## src/rtl/pong_state_reader.sv

```systemverilog
// pong_state_reader
//   Host-side reader for the pong core's multiplexed 8-bit state port. On each
//   start request it walks the field select through ball X, ball Y, left paddle
//   and right paddle. For every field it issues one game clock pulse, waits a
//   settle window, then samples the returned byte. The four bytes are offered
//   as one snapshot under a valid/ready handshake.
//
// Ports
//   clk, rst_n      : clock and synchronous active-low reset
//   start           : request one snapshot (only honoured while idle)
//   game_data[7:0]  : byte returned by the core for the current select
//   snap_ready      : consumer accepts the snapshot
//   game_sel[1:0]   : field select to the core (0 X, 1 Y, 2 left, 3 right)
//   game_step       : game clock pulse, one per field
//   busy            : high whenever not idle
//   snap_valid      : snapshot available
//   snap_*[7:0]     : snapshot fields
//   frame_count[7:0]: completed handshakes, modulo 256
module pong_state_reader #(
    parameter int unsigned STEP_HIGH     = 2,
    parameter int unsigned SETTLE_CYCLES = 2
) (
    input  logic       clk,
    input  logic       rst_n,
    input  logic       start,
    input  logic [7:0] game_data,
    input  logic       snap_ready,
    output logic [1:0] game_sel,
    output logic       game_step,
    output logic       busy,
    output logic       snap_valid,
    output logic [7:0] snap_ball_x,
    output logic [7:0] snap_ball_y,
    output logic [7:0] snap_left,
    output logic [7:0] snap_right,
    output logic [7:0] frame_count
);

    localparam logic [3:0] StepLast   = 4'(STEP_HIGH - 1);
    localparam logic [3:0] SettleLast = 4'(SETTLE_CYCLES - 1);

    typedef enum logic [2:0] {
        StIdle,
        StSetup,
        StStepHi,
        StStepLo,
        StDone
    } state_e;

    state_e          state_q, state_d;
    logic [3:0]      phase_q, phase_d;
    logic [1:0]      k_q, k_d;
    logic [1:0]      sel_q, sel_d;
    logic [3:0][7:0] field_q, field_d;
    logic [7:0]      frame_q, frame_d;

    always_comb begin
        state_d = state_q;
        phase_d = phase_q;
        k_d     = k_q;
        sel_d   = sel_q;
        field_d = field_q;
        frame_d = frame_q;
        case (state_q)
            StIdle: begin
                if (start) begin
                    state_d = StSetup;
                    k_d     = 2'd0;
                    sel_d   = 2'd0;
                end
            end
            StSetup: begin
                state_d = StStepHi;
                phase_d = 4'd0;
            end
            StStepHi: begin
                if (phase_q == StepLast) begin
                    state_d = StStepLo;
                    phase_d = 4'd0;
                end else begin
                    phase_d = phase_q + 4'd1;
                end
            end
            StStepLo: begin
                if (phase_q == SettleLast) begin
                    field_d[k_q] = game_data;
                    phase_d      = 4'd0;
                    if (k_q == 2'd3) begin
                        state_d = StDone;
                    end else begin
                        // Select only moves on entry to SETUP so it is stable
                        // across the whole pulse and settle window.
                        k_d     = k_q + 2'd1;
                        sel_d   = k_q + 2'd1;
                        state_d = StSetup;
                    end
                end else begin
                    phase_d = phase_q + 4'd1;
                end
            end
            StDone: begin
                if (snap_ready) begin
                    state_d = StIdle;
                    frame_d = frame_q + 8'd1;
                end
            end
            default: state_d = StIdle;
        endcase
    end

    always_ff @(posedge clk) begin
        if (!rst_n) begin
            state_q <= StIdle;
            phase_q <= 4'd0;
            k_q     <= 2'd0;
            sel_q   <= 2'd0;
            field_q <= '0;
            frame_q <= 8'd0;
        end else begin
            state_q <= state_d;
            phase_q <= phase_d;
            k_q     <= k_d;
            sel_q   <= sel_d;
            field_q <= field_d;
            frame_q <= frame_d;
        end
    end

    assign game_sel    = sel_q;
    assign game_step   = (state_q == StStepHi);
    assign busy        = (state_q != StIdle);
    assign snap_valid  = (state_q == StDone);
    assign snap_ball_x = field_q[0];
    assign snap_ball_y = field_q[1];
    assign snap_left   = field_q[2];
    assign snap_right  = field_q[3];
    assign frame_count = frame_q;

endmodule

```

## config.mk

```make
export PLATFORM = sky130hd
export DESIGN_NAME = pong_state_reader
export DESIGN_NICKNAME = d
export VERILOG_FILES = /design/src/rtl/pong_state_reader.sv
export SDC_FILE = /design/constraint.sdc
export NUM_CORES = 1
export LEC_CHECK = 0
export ABC_AREA = 1
export BUFFER_PORTS_ARGS = -buffer_cell sky130_fd_sc_hd__buf_4
export CAP_MARGIN = 20
export CORE_ASPECT_RATIO = 0.6
export CORE_UTILIZATION = 55
export DETAILED_ROUTE_END_ITERATION = 10
export MAX_ROUTING_LAYER = met4
export PLACE_DENSITY = 0.82
export SYNTH_ARGS = -nofsm -noshare
export SYNTH_HDL_FRONTEND = slang
export SYNTH_SLANG_ARGS = --single-unit
```

## constraint.sdc

```tcl
create_clock -name clk -period 2 [get_ports clk]
set_input_delay 0.4 -clock clk [delete_from_list [all_inputs] [get_ports clk]]
set_output_delay 0.4 -clock clk [all_outputs]
set_load 0.1 [all_outputs]
```

**Word-level counts from Yosys, hierarchy flattened**

Cells that the tools add are included.

- $add $sub $neg: 3
- $lt $le $gt $ge: 2
- Equality and inequality tests: 11
- Multiplexer cells: 15
- Reductions and logical operators: 10

Operators by type and width:

| operator | number |
|---|---|
| $bwmux W32 | 1 |
| $demux W8 S2 | 1 |
| $mux W3 | 5 |
| $pmux W3 S5 | 1 |
| $add A8 B1 Y8 const B | 1 |
| $mux W8 | 1 |
| $ne A2 B2 Y1 const B | 4 |
| $pmux W4 S2 | 1 |
| $reduce_and A4 Y1 | 2 |
| $eq A3 B2 Y1 const B | 2 |
| $mux W2 | 3 |
| $add A4 B1 Y4 const B | 1 |
| $eq A4 B1 Y1 const B | 1 |
| $mux W4 | 1 |
| $pmux W2 S2 | 1 |
| $reduce_and A2 Y1 | 2 |
| $reduce_bool A2 Y1 | 2 |
| $eq A3 B1 Y1 const B | 1 |
| $eq A3 B3 Y1 const B | 1 |
| $logic_not A3 Y1 | 1 |
| $lt A2 B3 Y1 const B | 1 |
| $reduce_bool A3 Y1 | 1 |
| $add A2 B1 Y2 const B | 1 |
| $eq A2 B2 Y1 const B | 1 |
| other kinds (4) | 4 |

- Flip-flop bits (word level): 49
- Output and inout bits: 45
- Logic and storage cells: 49

**Longest topological paths before layout**

- Word-level depth: 5
- Depth in mapped cells: 9
- Depth with buffers taken out: 8

**Least setup slack after synthesis**

OpenSTA, ideal clock, no wires.

- Kind: register to output
- Start point: register state_q[2]
- End point: output game_step
- Data arrival time: 2.420 ns
- Data required time: 1.600 ns
- Path slack: -0.820 ns
- Stages on the path, launching flop included: 2
- Path buffers: 0
- Cells stage by stage: dfxtp_1 nor3_1

- Longest elaborated chain between the ends: 1

RTL lines:

| element | RTL line | RTL |
|---|---|---|
| from (decl) | 50 | `state_e state_q, state_d;` |
| from (signal assigned) | 113 | `state_q <= StIdle;` |
| from (signal assigned) | 120 | `state_q <= state_d;` |
| $eq A3 B2 Y1 | 130 | `assign game_step = (state_q == StStepHi);` |
| to (decl) | 29 | `output logic game_step,` |

No other way between the ends.

**Worst setup path after layout**

- Start point: register state_q[0]
- End point: output snap_valid

- Longest elaborated chain between the ends: 1

RTL lines:

| element | RTL line | RTL |
|---|---|---|
| $eq A3 B3 Y1 | 132 | `assign snap_valid = (state_q == StDone);` |
| to (decl) | 31 | `output logic snap_valid,` |

No other way between the ends.

==> impl_metrics.ini <==
[global_routing]
grt_pass1_wl_mm = 8.314
antenna_found_initial = 0
grt_max_degree = 33
grt_pass1_vias = 1795
grt-ovfl-total = 0
grt_util_all_layers_pct = 28.25

[timing]
slew_viol_final = 0
fmax_mhz = 567.2
worst_pin_slew_ps = 505.5
finalCritPeriodShare_pct = 88.15
tns_ps = 0
relSlewSlack_pct = 65.94
rsz0062_at_grt = no
setup_viol = 0
hold_viol = 0
skew_ps = 8.291
min_period_ps = 1763

[floorplanning]
chipHeight_um = 49.66
die_width_um = 81.43
dieArea_um2 = 4043
initial_core_util_pct = 60.82
core_um2 = 3423
io-pin-count = 57
num_rows = 16

[synthesis]
syn_area_per_cell_um2 = 7.436
seq_area_frac_synth_pct = 47.12
ys_ff_latch = 49
ys_types = 21
synthCells = 280
yosysWarnings = 0
synthesis.area_um2 = 2082
syn_nets = 299

[cells_and_area]
antennaDiodeCount = 0
fill_cells = 242
final_util_pct = 77.52
fin_cells = 381
layout-drive-gt1-share_pct = 22.02
multiInputGateArea_um2 = 940.9
nets = 354
layout.area.seq_um2 = 982.2
syn_to_final_growth_pct = 27.46

[power_and_ir_drop]
finalPower_mw = 2.212
power.density_nw_per_um2 = 833.4
ir_worst_vdd_mv = 0.5919
p_leak_nw = 1.134

[cts]
cts_made_buffers = 5
ctsResizeCount = 0
clock_path_buffers = 2
worstSkewPairLatency_ps = 300
clkTransAtPathRegs_ps = 90
cts.sinks = 49
cts-root-buf = clkbuf_8
post_cts_buffers = 0
cts_tree = yes
htreeDepth = 2
cts-hold-fix-buffers = 0

[routing]
drt_pre_antenna_iters = 5
antenna_left = 0
vias = 2051
vias_per_cell = 5.383
drt-total-wl_mm = 5.136
drt-initial-drc-count = 119
drc = 0
wl_per_cell_um = 13.48

[worst_setup_path]
start_kind = flop
crit_arrival_ps = 1360
path_max_fanout = 5
end_kind = primary output
crit_type = reg -> out
cp_data_required_time_ps = 1600

[placed_design]
dp.cells = 373
place.gp.congestion = 0.8502
io_buffers = 56
dp_hpwl_mm = 3.698

[status]
status = complete, no violations

[hold_path]
hp-class = in -> reg

[run]
drv_cap = 0
==> registers in the layout, summed over array words and instances, names as in the netlist <==
signal       cells
snap_left        8
snap_ball_y      8
game_sel         2
frame_count      8
snap_right       8
state_q          3
phase_q          4
snap_ball_x      8
==> kinds of logic after synthesis <==
logic type / synth area share [%]
AO/OA/AOI/OAI: 13.04
buffers and inverters: 7.932
AND/OR/NAND/NOR: 27.70
flip-flops: 47.12
adder cells (fa/ha/maj): 4.207
==> cell usage in the layout (no fill, tap or decap) <==
cell type / instances
nor2_1: 30
nand3_1: 33
nor3_2: 2
ha_1: 7
nand4_1: 3
nor2_2: 2
clkinv_1: 1
nor3_1: 2
dfxtp_1: 48
nand2_2: 1
inv_2: 1
nand2_1: 58
o22ai_1: 1
inv_1: 26
nor3b_1: 1
clkbuf_8: 5
clkinv_2: 1
nor2_4: 1
o21ai_0: 15
a211oi_1: 2
dfxtp_2: 1
buf_4: 58
a21oi_1: 35
bufinv_16: 2
==> power breakdown <==
part	internal (mW)	switching [mW]	leakage (nW)
sequential	0.995	0.0216	0.396
clock	0.497	0.328	0.0681
combinational	0.0875	0.283	0.670
total	1.58	0.633	1.13
==> layer usage <==
| layer | GRT usage (%) | up-vias | part of all wire [%] |
|---|---|---|---|
| met5 | - | - | 0 |
| met4 | 9.821 | 0 | 0.84 |
| met3 | 7.222 | 6 | 9.4 |
| met2 | 39.86 | 98 | 43 |
| met1 | 38.82 | 926 | 47 |
| li1 | - | 1021 | - |
==> metrics by stage <==
step | hold slack [ps] | worst slack, ps | area [um^2]
after CTS | 387.7 | 231.7 | 2654
after floorplan | 471.8 | 24.05 | 2088
after global routing | 386.4 | 127.5 | 2654
after global placement | 450.7 | 433.7 | 2520
final | 392.2 | 237.0 | 2654
after detailed placement | 455.0 | 353.4 | 2520
==> worst paths after layout <==
kind              slack, ps                     endpoint  cells past startpoint                   startpoint
setup / recovery        240                   snap_valid                      4      state_q[0]$_SDFFE_PN0P_
hold / removal          390      state_q[2]$_SDFFE_PN0P_                      4                   snap_ready
setup reg to reg        310   snap_right[4]$_SDFFE_PN0P_                      8      state_q[0]$_SDFFE_PN0P_
hold reg to reg         470  snap_ball_y[3]$_SDFFE_PN0P_                      2  snap_ball_y[3]$_SDFFE_PN0P_
==> synth_stat cells (all sizes together) <==
cell | instances | area (um^2)
nor3 | 4 | 25.02
nand4 | 3 | 18.77
ha | 7 | 87.58
buf | 3 | 33.78
nor2 | 33 | 136.4
o21ai | 15 | 75.07
nor3b | 1 | 7.510
inv | 27 | 101.3
clkinv | 1 | 3.750
a21oi | 35 | 175.2
nand2 | 59 | 224.0
dfxtp | 49 | 980.9
nand3 | 33 | 165.2
clkbuf | 7 | 26.28
a211oi | 2 | 15.01
o22ai | 1 | 6.260
==> area by class of cell <==
class | instances | share of cell area (%)
Clock buffer | 5 | 2.593
Inverter | 28 | 3.960
Clock inverter | 3 | 2.452
Multi-Input combinational cell | 193 | 35.45
Sequential cell | 49 | 37.01
Tap cell | 45 | 2.122
Timing Repair Buffer | 58 | 16.41
==> critical path, cell delays in order (launching register included) <==
cell and delay, ps:
dfxtp_1 350, nor2_1 260, nand2_1 80, inv_1 80, buf_4 290
(Power assumes the default switching activity.)
